## src/rtl/branch_redirect_pkg.sv

```systemverilog
// ============================================================================
// Module  : branch_redirect_pkg
// Purpose : Shared definitions for the PC redirect path. Provides the boolean
//           type and macros, the 32-bit PC type, the PC_CHECK redirect record
//           and the default exception vector.
// Revision: 1.0 - initial release
// ============================================================================
`default_nettype none

`ifndef BRANCH_REDIRECT_BOOL_DEFINES
`define BRANCH_REDIRECT_BOOL_DEFINES
`define TRUE  1'b1
`define FALSE 1'b0
`endif

package branch_redirect_pkg;

    typedef logic        bool;
    typedef logic [31:0] PC;

    // Redirect request seen by PC selection: enable is a one-cycle pulse,
    // pc_new is the address to fetch from when enable is set.
    typedef struct packed {
        bool enable;
        PC   pc_new;
    } PC_CHECK;

    localparam PC EXC_VECTOR_DEFAULT = 32'hBFC0_0380;

endpackage : branch_redirect_pkg

`default_nettype wire

```

## src/rtl/branch_redirect.sv

```systemverilog
// ============================================================================
// Module  : branch_redirect
// Purpose : Execute-stage redirect producer. Resolves taken branches/jumps
//           with delay-slot semantics (redirect only once the delay-slot
//           instruction is in the pipe) and redirects exceptions immediately.
// Ports   : clk, rst            - clock, synchronous active-high reset
//           stall               - blocks acceptance of new branch events
//           ex_valid/ex_is_branch/ex_taken/ex_target - resolved branch info
//           ds_in_pipe          - delay slot of current branch is in the pipe
//           exc_valid           - exception raised this cycle
//           pc_from_execute     - {enable, pc_new} redirect to PC selection
//           flush_if            - kill fetch-stage instruction (with enable)
//           busy                - waiting for the delay slot
//           ds_timeout          - sticky: a forced redirect occurred
// Revision: 1.0 - initial release
// ============================================================================
`default_nettype none

module branch_redirect
    import branch_redirect_pkg::*;
#(
    parameter PC  EXC_VECTOR = EXC_VECTOR_DEFAULT,
    parameter int DS_TIMEOUT = 8
) (
    input  logic        clk,
    input  logic        rst,
    input  logic        stall,
    input  logic        ex_valid,
    input  logic        ex_is_branch,
    input  logic        ex_taken,
    input  logic [31:0] ex_target,
    input  logic        ds_in_pipe,
    input  logic        exc_valid,
    output PC_CHECK     pc_from_execute,
    output logic        flush_if,
    output logic        busy,
    output logic        ds_timeout
);

    typedef enum logic [0:0] {
        IDLE    = 1'b0,
        WAIT_DS = 1'b1
    } state_t;

    localparam logic [7:0] c_CNT_LAST = 8'(DS_TIMEOUT - 1);

    state_t     state_q, state_d;
    logic [7:0] cnt_q,   cnt_d;
    PC          tgt_q,   tgt_d;
    bool        en_q,    en_d;
    PC          pc_q,    pc_d;
    bool        to_q,    to_d;

    logic       w_accept;

    // State qualification (IDLE) is applied inside the FSM.
    assign w_accept = ex_valid & ex_is_branch & ex_taken & ~stall;

    always_ff @(posedge clk) begin
        if (rst) begin
            state_q <= IDLE;
            cnt_q   <= 8'd0;
            tgt_q   <= 32'd0;
            en_q    <= `FALSE;
            pc_q    <= 32'd0;
            to_q    <= `FALSE;
        end else begin
            state_q <= state_d;
            cnt_q   <= cnt_d;
            tgt_q   <= tgt_d;
            en_q    <= en_d;
            pc_q    <= pc_d;
            to_q    <= to_d;
        end
    end

    always_comb begin
        state_d = state_q;
        cnt_d   = cnt_q;
        tgt_d   = tgt_q;
        en_d    = `FALSE;
        pc_d    = pc_q;
        to_d    = to_q;

        if (exc_valid) begin
            // Exception overrides any pending or same-cycle branch.
            en_d    = `TRUE;
            pc_d    = EXC_VECTOR;
            state_d = IDLE;
            tgt_d   = 32'd0;
            cnt_d   = 8'd0;
        end else begin
            case (state_q)
                IDLE: begin
                    if (w_accept) begin
                        if (ds_in_pipe) begin
                            en_d = `TRUE;
                            pc_d = ex_target;
                        end else begin
                            tgt_d   = ex_target;
                            cnt_d   = 8'd0;
                            state_d = WAIT_DS;
                        end
                    end
                end
                WAIT_DS: begin
                    // Stall is intentionally ignored here: release must not
                    // be held off once the delay slot has entered the pipe.
                    if (ds_in_pipe) begin
                        en_d    = `TRUE;
                        pc_d    = tgt_q;
                        state_d = IDLE;
                    end else if (cnt_q == c_CNT_LAST) begin
                        en_d    = `TRUE;
                        pc_d    = tgt_q;
                        to_d    = `TRUE;
                        state_d = IDLE;
                    end else begin
                        cnt_d = cnt_q + 8'd1;
                    end
                end
                default: state_d = IDLE;
            endcase
        end
    end

    assign pc_from_execute.enable = en_q;
    assign pc_from_execute.pc_new = pc_q;
    assign flush_if               = en_q;
    assign busy                   = (state_q == WAIT_DS);
    assign ds_timeout             = to_q;

endmodule : branch_redirect

`default_nettype wire

```

## config.mk

```make
export PLATFORM = sky130hd
export DESIGN_NAME = branch_redirect
export DESIGN_NICKNAME = d
export VERILOG_FILES = /design/src/rtl/branch_redirect_pkg.sv /design/src/rtl/branch_redirect.sv
export SDC_FILE = /design/constraint.sdc
export NUM_CORES = 1
export LEC_CHECK = 0
export ABC_AREA = 0
export BUFFER_PORTS_ARGS = -buffer_cell sky130_fd_sc_hd__buf_2
export CELL_PAD_IN_SITES_DETAIL_PLACEMENT = 0
export CELL_PAD_IN_SITES_GLOBAL_PLACEMENT = 1
export CORE_ASPECT_RATIO = 0.6
export CORE_MARGIN = 5
export CORE_UTILIZATION = 42
export DETAILED_ROUTE_END_ITERATION = 8
export PLACE_DENSITY = 0.83
export SYNTH_ARGS = -nofsm -noshare
export SYNTH_HDL_FRONTEND = slang
export SYNTH_SLANG_ARGS = --single-unit
```

## constraint.sdc

```tcl
create_clock -name clk -period 4 [get_ports clk]
set_clock_uncertainty 0.1 [all_clocks]
set_input_delay 0.2 -clock clk [delete_from_list [all_inputs] [get_ports clk]]
set_output_delay 0.2 -clock clk [all_outputs]
set_load 0.01 [all_outputs]
```

==> impl_metrics.csv, run 1 <==
group,metric,value,unit
synthesis,synthArstFlopShare,0,%
min_path,hold_class,"in -> reg",
sta,max_slew.worst_pin.slew,1100,ps
floorplanning,placementRows,24,
clocking,clock_path_buffers,2,
setup_path,required,4110,ps
final_layout,seqCellArea,1500,µm²
setup_path,critPathLaunchType,"flop",
synthesis,synth_nets,390,
place,dp.cells,492,
final_layout,final_util,52.8,%
synthesis,netlist_area,3060,µm²
sta,clock.fmax,0.368,GHz
setup_path,end_kind,"flop",
global_route,grt_pass1_wl,13000,µm
synthesis,synth_mux_area_share,6.55,%
synthesis,netlist_instances,349,
routing,num_vias,2660,
floorplanning,dieWidth,120,µm
clocking,cts_tree,"done",
sta,whs,15.5,ps
global_route,grt.total_usage,17.3,%
synthesis,ys_types,35,
final_layout,fillers,689,
clocking,cts_sinks,75,
global_route,first_global_vias,2600,
sta,finalCriticalPeriod,2720,ps
routing,final_antenna_net_count,0,
synthesis,synth-simple-area-share,14.1,%
synthesis,ys_ff_latch,75,
routing,wl_per_cell,15.2,µm
synthesis,synth_compound_area_share,23.0,%
final_layout,final_area,3790,µm²
place,placed_area,3470,µm²
final_layout,drive_gt1_share,26.6,%
sta,rsz0062_at_grt,"no",
outcome,outcome,"finished clean",
routing,dr.pass1.iters,4,
setup_path,critPathKind,"reg -> reg",
setup_path,cp.arrival,2830,ps
sta,layout_worst_path_cycle_share,67.9,%
final_layout,area_growth,24.0,%
clocking,clock-root-buffer,"clkbuf_16",
setup_path,worstPathMaxFanout,23,
final_layout,fin_nets,453,
final_layout,num_antenna_cells,0,
final_layout,fin_cells,508,
final_layout,multi_input_area,1390,µm²
clocking,postCtsHoldBufs,0,
power,p_leak,1.46,nW
clocking,cts_resized,0,
clocking,clkTransAtPathRegs,60,ps
sta,final-hold-violation-count,0,
routing,drc_errors,0,
global_route,antenna_found_initial,0,
place,place.gp.congestion,0.842,
floorplanning,io-pin-count,76,
clocking,insertion_delay,330,ps
routing,drt-total-wl,7720,µm
routing,drt_iter0_drc,204,
synthesis,synth_xor_area_share,0.860,%
clocking,cts_made_buffers,9,
clocking,cts_setup_buffers,0,
power,ir_drop,200,µV
synthesis,ys_seq_area_share,49.1,%
global_route,overflow,0,
floorplanning,start_util,42.6,%
power,power.density,455,nW/µm²
global_route,grt_max_degree,57,
sta,finalSetupViolCount,0,
synthesis,ys.flop_type,"dfxtp_1",
synthesis,synth_edf_count,0,
sta,slew_headroom,26.6,%
floorplanning,die_h,76.1,µm
place,port_buffers,75,
floorplanning,die_area,9140,µm²
clocking,cts_max_level,3,
synthesis,synth_top_family_by_area,"compound AO/OA/AOI/OAI gates",
synthesis,ys_warn_count,0,
sta,drv_slew,0,
synthesis,avgSynthCellArea,8.76,µm²
flow_run,cap_violations,0,
floorplanning,core_area,7180,µm²
routing,via_per_inst,5.24,
synthesis,synth_fa_ha_area_share,0.409,%
sta,setup_tns,0,ps
place,dpl.hpwl,5300,µm
## cell usage in the layout, fill, tap and decap left out, types with 7 or more instances in the layout
| master | netlist | final |
|---|---|---|
| a211oi_1 | 21 | 21 |
| a21oi_1 | 68 | 68 |
| buf_2 | 9 | 75 |
| clkbuf_16 | 0 | 9 |
| dfxtp_1 | 75 | 75 |
| inv_1 | 14 | 14 |
| mux2i_1 | 20 | 20 |
| nand2_1 | 69 | 69 |
| nor2_1 | 7 | 7 |
| o221a_2 | 12 | 12 |
## Yosys cell counts, drive strengths merged, types with 2 or more instances
cell / number / area [µm²]
dfxtp: 75 / 1500
nand2: 69 / 259
a21oi: 68 / 340
a211oi: 21 / 158
mux2i: 20 / 200
clkbuf: 15 / 56.3
inv: 14 / 52.6
buf: 13 / 71.3
o221a: 12 / 135
nor2: 7 / 26.3
nand3: 4 / 20.0
a21o: 3 / 22.5
nor4: 3 / 33.8
xnor2: 3 / 26.3
nand4: 2 / 12.5
nor3: 2 / 10.0
o21ai: 2 / 10.0
or3: 2 / 12.5
## power by group
part           internal (mW)  switching [mW]  leakage, nW  total (mW)
clock network          0.563           0.291        0.157       0.854
registers              0.760         0.00770        0.609       0.768
logic                 0.0430          0.0597        0.699       0.103
total                   1.37           0.358         1.46        1.72
## logic make-up after synthesis
| kind of cell | Yosys count |
|---|---|
| xor gates and xnor gates | 3 |
| adders and majority gates | 1 |
| AOI/OAI and AO/OA | 111 |
| and+or+nand+nor | 97 |
| buffers and inverters | 42 |
| muxes | 20 |
| DFF | 75 |
## layout make-up
type / count / area share (%)
Sequential cell: 75 / 39.6
Multi-Input combinational cell: 232 / 36.7
Timing Repair Buffer: 80 / 10.9
Clock buffer: 12 / 6.50
Tap cell: 91 / 3.00
Clock inverter: 4 / 1.95
Inverter: 14 / 1.39
## critical path, stage by stage, from the launching register on
cell      delay, ps
dfxtp_1         370
ha_1            200
and3b_1         250
a21o_1          620
nand3b_1        580
o221a_2         470
## state kept, by name, summed over array words and instances, names as in the netlist
name,count
busy,1
cnt_q,8
ds_timeout,1
flush_if,1
pc_q,32
tgt_q,32
## through the flow
stage / total power [mW] / worst slack (ps)
6_report: 1.72 / 1280
2_1_floorplan: 0.839 / 2270
3_3_place_gp: 0.885 / 1410
4_1_cts: 1.75 / 1280
3_5_place_dp: 0.887 / 1320
5_1_grt: 1.79 / 1090
## path summary, 6_finish.rpt
kind                         startpoint                    end  slack [ps]  depth (start not counted)
setup / recovery  cnt_q[0]$_SDFFE_PP0P_  pc_q[25]$_SDFFE_PP0P_        1280                          5
hold / removal             ex_target[2]  tgt_q[2]$_SDFFE_PP0P_          20                          3
setup reg to reg  cnt_q[0]$_SDFFE_PP0P_  pc_q[25]$_SDFFE_PP0P_        1280                          5
hold reg to reg   tgt_q[2]$_SDFFE_PP0P_  tgt_q[2]$_SDFFE_PP0P_         350                          2
## layer usage
metal | track usage, % | wire [µm] | part of all wire (%)
met5 | 0 | 0 | 0
met4 | 5.14 | 99 | 1.3
met3 | 5.71 | 467 | 6.0
met2 | 24.4 | 3180 | 41
met1 | 25.1 | 3980 | 52
No activity file was read; power rests on OpenSTA's default activity.
==> run 2: changes to the inputs <==
--- a/config.mk
+++ b/config.mk
@@ -5,15 +5,15 @@
 export SDC_FILE = /design/constraint.sdc
 export NUM_CORES = 1
 export LEC_CHECK = 0
-export ABC_AREA = 0
+export ABC_AREA = 1
 export BUFFER_PORTS_ARGS = -buffer_cell sky130_fd_sc_hd__buf_2
 export CELL_PAD_IN_SITES_DETAIL_PLACEMENT = 0
 export CELL_PAD_IN_SITES_GLOBAL_PLACEMENT = 1
 export CORE_ASPECT_RATIO = 0.6
 export CORE_MARGIN = 5
-export CORE_UTILIZATION = 42
+export CORE_UTILIZATION = 34
 export DETAILED_ROUTE_END_ITERATION = 8
-export PLACE_DENSITY = 0.83
+export PLACE_DENSITY = 0.74
 export SYNTH_ARGS = -nofsm -noshare
 export SYNTH_HDL_FRONTEND = slang
 export SYNTH_SLANG_ARGS = --single-unit
==> constraint.sdc (replaced) <==
create_clock -name clk -period 2.19 [get_ports clk]
set_clock_uncertainty 0.1 [all_clocks]
set_input_delay 0.1095 -clock clk [delete_from_list [all_inputs] [get_ports clk]]
set_output_delay 0.1095 -clock clk [all_outputs]
set_load 0.01 [all_outputs]
==> impl_metrics.csv, run 2 <==
group,metric,value,unit
synthesis,avgSynthCellArea,7.19,µm²
sta,finalCriticalPeriod,1890,ps
sta,drv_slew,0,
clocking,cts_setup_buffers,0,
floorplanning,io-pin-count,76,
place,dpl.hpwl,5800,µm
flow_run,cap_violations,0,
power,p_leak,1.83,nW
synthesis,ys.flop_type,"dfxtp_1",
setup_path,worstRegToRegCells,7,
synthesis,ys_seq_area_share,46.2,%
setup_path,worstPathMaxFanout,18,
synthesis,synth_most_common_cell,"nor2_1",
outcome,outcome,"finished clean",
final_layout,fin_cells,680,
routing,wl_per_cell,12.3,µm
floorplanning,die_area,11700,µm²
global_route,grt_max_degree,44,
setup_path,reg2reg_slack,300,ps
floorplanning,die_h,85.7,µm
synthesis,netlist_area,3250,µm²
power,clkPwrFrac,48.1,%
routing,final_antenna_net_count,0,
clocking,cts_tree,"done",
clocking,cts_made_buffers,9,
clocking,cts_resized,0,
clocking,clkTransAtPathRegs,60,ps
place,dp.cells,634,
synthesis,netlist_instances,452,
global_route,antenna_found_initial,0,
sta,setup_tns,0,ps
min_path,min_from,"ex_target[12]",
setup_path,crit_start,"cnt_q[0]$_SDFFE_PP0P_",
synthesis,ys_warn_count,0,
final_layout,drive_gt1_share,19.5,%
sta,slew_headroom,66.7,%
setup_path,timing.rr.end,"cnt_q[4]$_SDFFE_PP0P_",
sta,final-hold-violation-count,0,
floorplanning,dieWidth,136,µm
routing,drc_errors,0,
routing,num_vias,3055,
clocking,clock_path_buffers,2,
setup_path,critPathKind,"reg -> reg",
routing,drt_iter0_drc,171,
final_layout,reg_top3,"pc_q (32), tgt_q (32), cnt_q (8)",
final_layout,fin_nets,586,
clocking,clock-root-buffer,"clkbuf_16",
synthesis,synth_edf_count,0,
place,place.gp.congestion,0.817,
floorplanning,start_util,35.1,%
synthesis,synthArstFlopShare,0,%
global_route,grt_pass1_wl,13800,µm
sta,rsz0062_at_grt,"no",
power,p_int,2.53,mW
power,swShare,21.9,%
power,ir_drop,396,µV
final_layout,area_growth,33.4,%
final_layout,num_antenna_cells,0,
setup_path,rr_startpoint,"cnt_q[0]$_SDFFE_PP0P_",
clocking,postCtsHoldBufs,30,
synthesis,synth_area_leaders,"dfxtp_1 (46%), o21ai_0 (9.9%), nor2_1 (9.4%), nand2_1 (7.2%), a21oi_1 (6.3%)",
power,seqPwrFrac,43.4,%
power,pwr-share-comb,8.5,%
setup_path,end_kind,"flop",
min_path,holdPathEnd,"tgt_q[12]$_SDFFE_PP0P_",
clocking,insertion_delay,330,ps
synthesis,synth_top_cell_area_share,46.2,%
synthesis,yosysTopAreaCell,"dfxtp_1",
min_path,hold_class,"in -> reg",
floorplanning,core_area,9260,µm²
min_path,min_delay_path_depth,3,
power,p_sw,0.707,mW
routing,drt-total-wl,8340,µm
global_route,grt.total_usage,14.7,%
sta,clock.fmax,0.529,GHz
clocking,cts_max_level,3,
synthesis,ys_ff_latch,75,
routing,dr.pass1.iters,4,
synthesis,ys_types,24,
floorplanning,placementRows,27,
power,power.density,746,nW/µm²
clocking,cts_sinks,75,
synthesis,synth_commonest_cells,"nor2_1 (81), dfxtp_1 (75), o21ai_0 (64)",
global_route,overflow,0,
sta,whs,14.1,ps
final_layout,final_cell_mix,"nor2_1 (80), dfxtp_1 (75), buf_2 (75), o21ai_0 (64), nand2_1 (62)",
synthesis,synth_nets,493,
global_route,first_global_vias,2855,
setup_path,cp.arrival,2010,ps
sta,finalSetupViolCount,0,
place,port_buffers,75,
setup_path,critPathLaunchType,"flop",
sta,layout_worst_path_cycle_share,86.2,%
routing,via_per_inst,4.49,
setup_path,required,2310,ps
final_layout,layout_commonest_cell,"nor2_1",
sta,max_slew.worst_pin.slew,499,ps
==> run 2: changes by cell type in the layout (fill, tap and decap cells not counted), moves of 9 or more <==
| cell | change |
|---|---|
| mux2i_1 | -20 |
| nand4_1 | +9 |
| o21ai_0 | +62 |
| o221a_2 | -12 |
| a211oi_1 | -21 |
| dlygate4sd3_1 | +30 |
| nor2_1 | +73 |
| a21oi_1 | -27 |
| o21ai_1 | +11 |
| inv_1 | +30 |
| o21a_1 | +11 |
==> run 2: cells by family (layout without fill, tap and decap cells) <==
logic type	count (synthesis)	after routing	share of synthesized area (%)
adders and majority gates	1	1	0.385
and+or+nand+nor	170	170	21.7
DFF	75	75	46.2
buffers and inverters	76	174	10.4
AOI/OAI and AO/OA	130	130	21.3
==> run 2: layer usage <==
layer,vias to the layer above,GRT usage (%),part of all wire (%)
met1,1332,21.3,54
met4,0,4.12,0.64
met3,6,4.63,5.4
met5,-,0,0
met2,70,21.0,40
li1,1647,-,-
==> run 2: worst max-delay path by stage <==
stage | end | slack [ps] | depth (start not counted)
2_1_floorplan | pc_q[4]$_SDFFE_PP0P_ | 590 | 7
5_1_grt | pc_q[10]$_SDFFE_PP0P_ | 150 | 7
4_1_cts | pc_q[1]$_SDFFE_PP0P_ | 300 | 7
3_5_place_dp | cnt_q[7]$_SDFFE_PP0P_ | 350 | 9
3_3_place_gp | cnt_q[7]$_SDFFE_PP0P_ | 420 | 9
6_report | cnt_q[4]$_SDFFE_PP0P_ | 300 | 7
==> run 2: cell type report <==
cell class                      count  area, µm²
Fill cell                         958       4920
Timing Repair Buffer              112        753
Tap cell                          130        163
Clock buffer                       13        280
Multi-Input combinational cell    301       1420
Inverter                           46        173
Sequential cell                    75       1500
Clock inverter                      3       43.8
==> run 2: power groups by stage <==
stage          Clock, mW  Sequential (mW)  Combinational, mW
4_1_cts             1.60             1.40              0.277
6_report            1.56             1.40              0.274
5_1_grt             1.66             1.41              0.309
2_1_floorplan          0             1.44              0.127
3_5_place_dp           0             1.43              0.235
3_3_place_gp           0             1.43              0.234
==> run 2: through the flow <==
step / util (%) / instance area [µm²] / power (mW) / setup WS [ps]
2_1_floorplan: - / 3250 / 1.57 / 585
3_3_place_gp: 40.1 / 3710 / 1.67 / 418
3_5_place_dp: 40.1 / 3710 / 1.67 / 349
4_1_cts: 46.9 / 4340 / 3.29 / 297
5_1_grt: 46.9 / 4340 / 3.37 / 154
6_report: 46.9 / 4340 / 3.23 / 301
==> run 2: critical path, stage by stage (launching register included) <==
cell	delay, ps
dfxtp_1	380
ha_1	260
nand3_2	130
o21ai_4	200
buf_4	270
nand2_2	200
a21oi_1	180
nor2_1	50
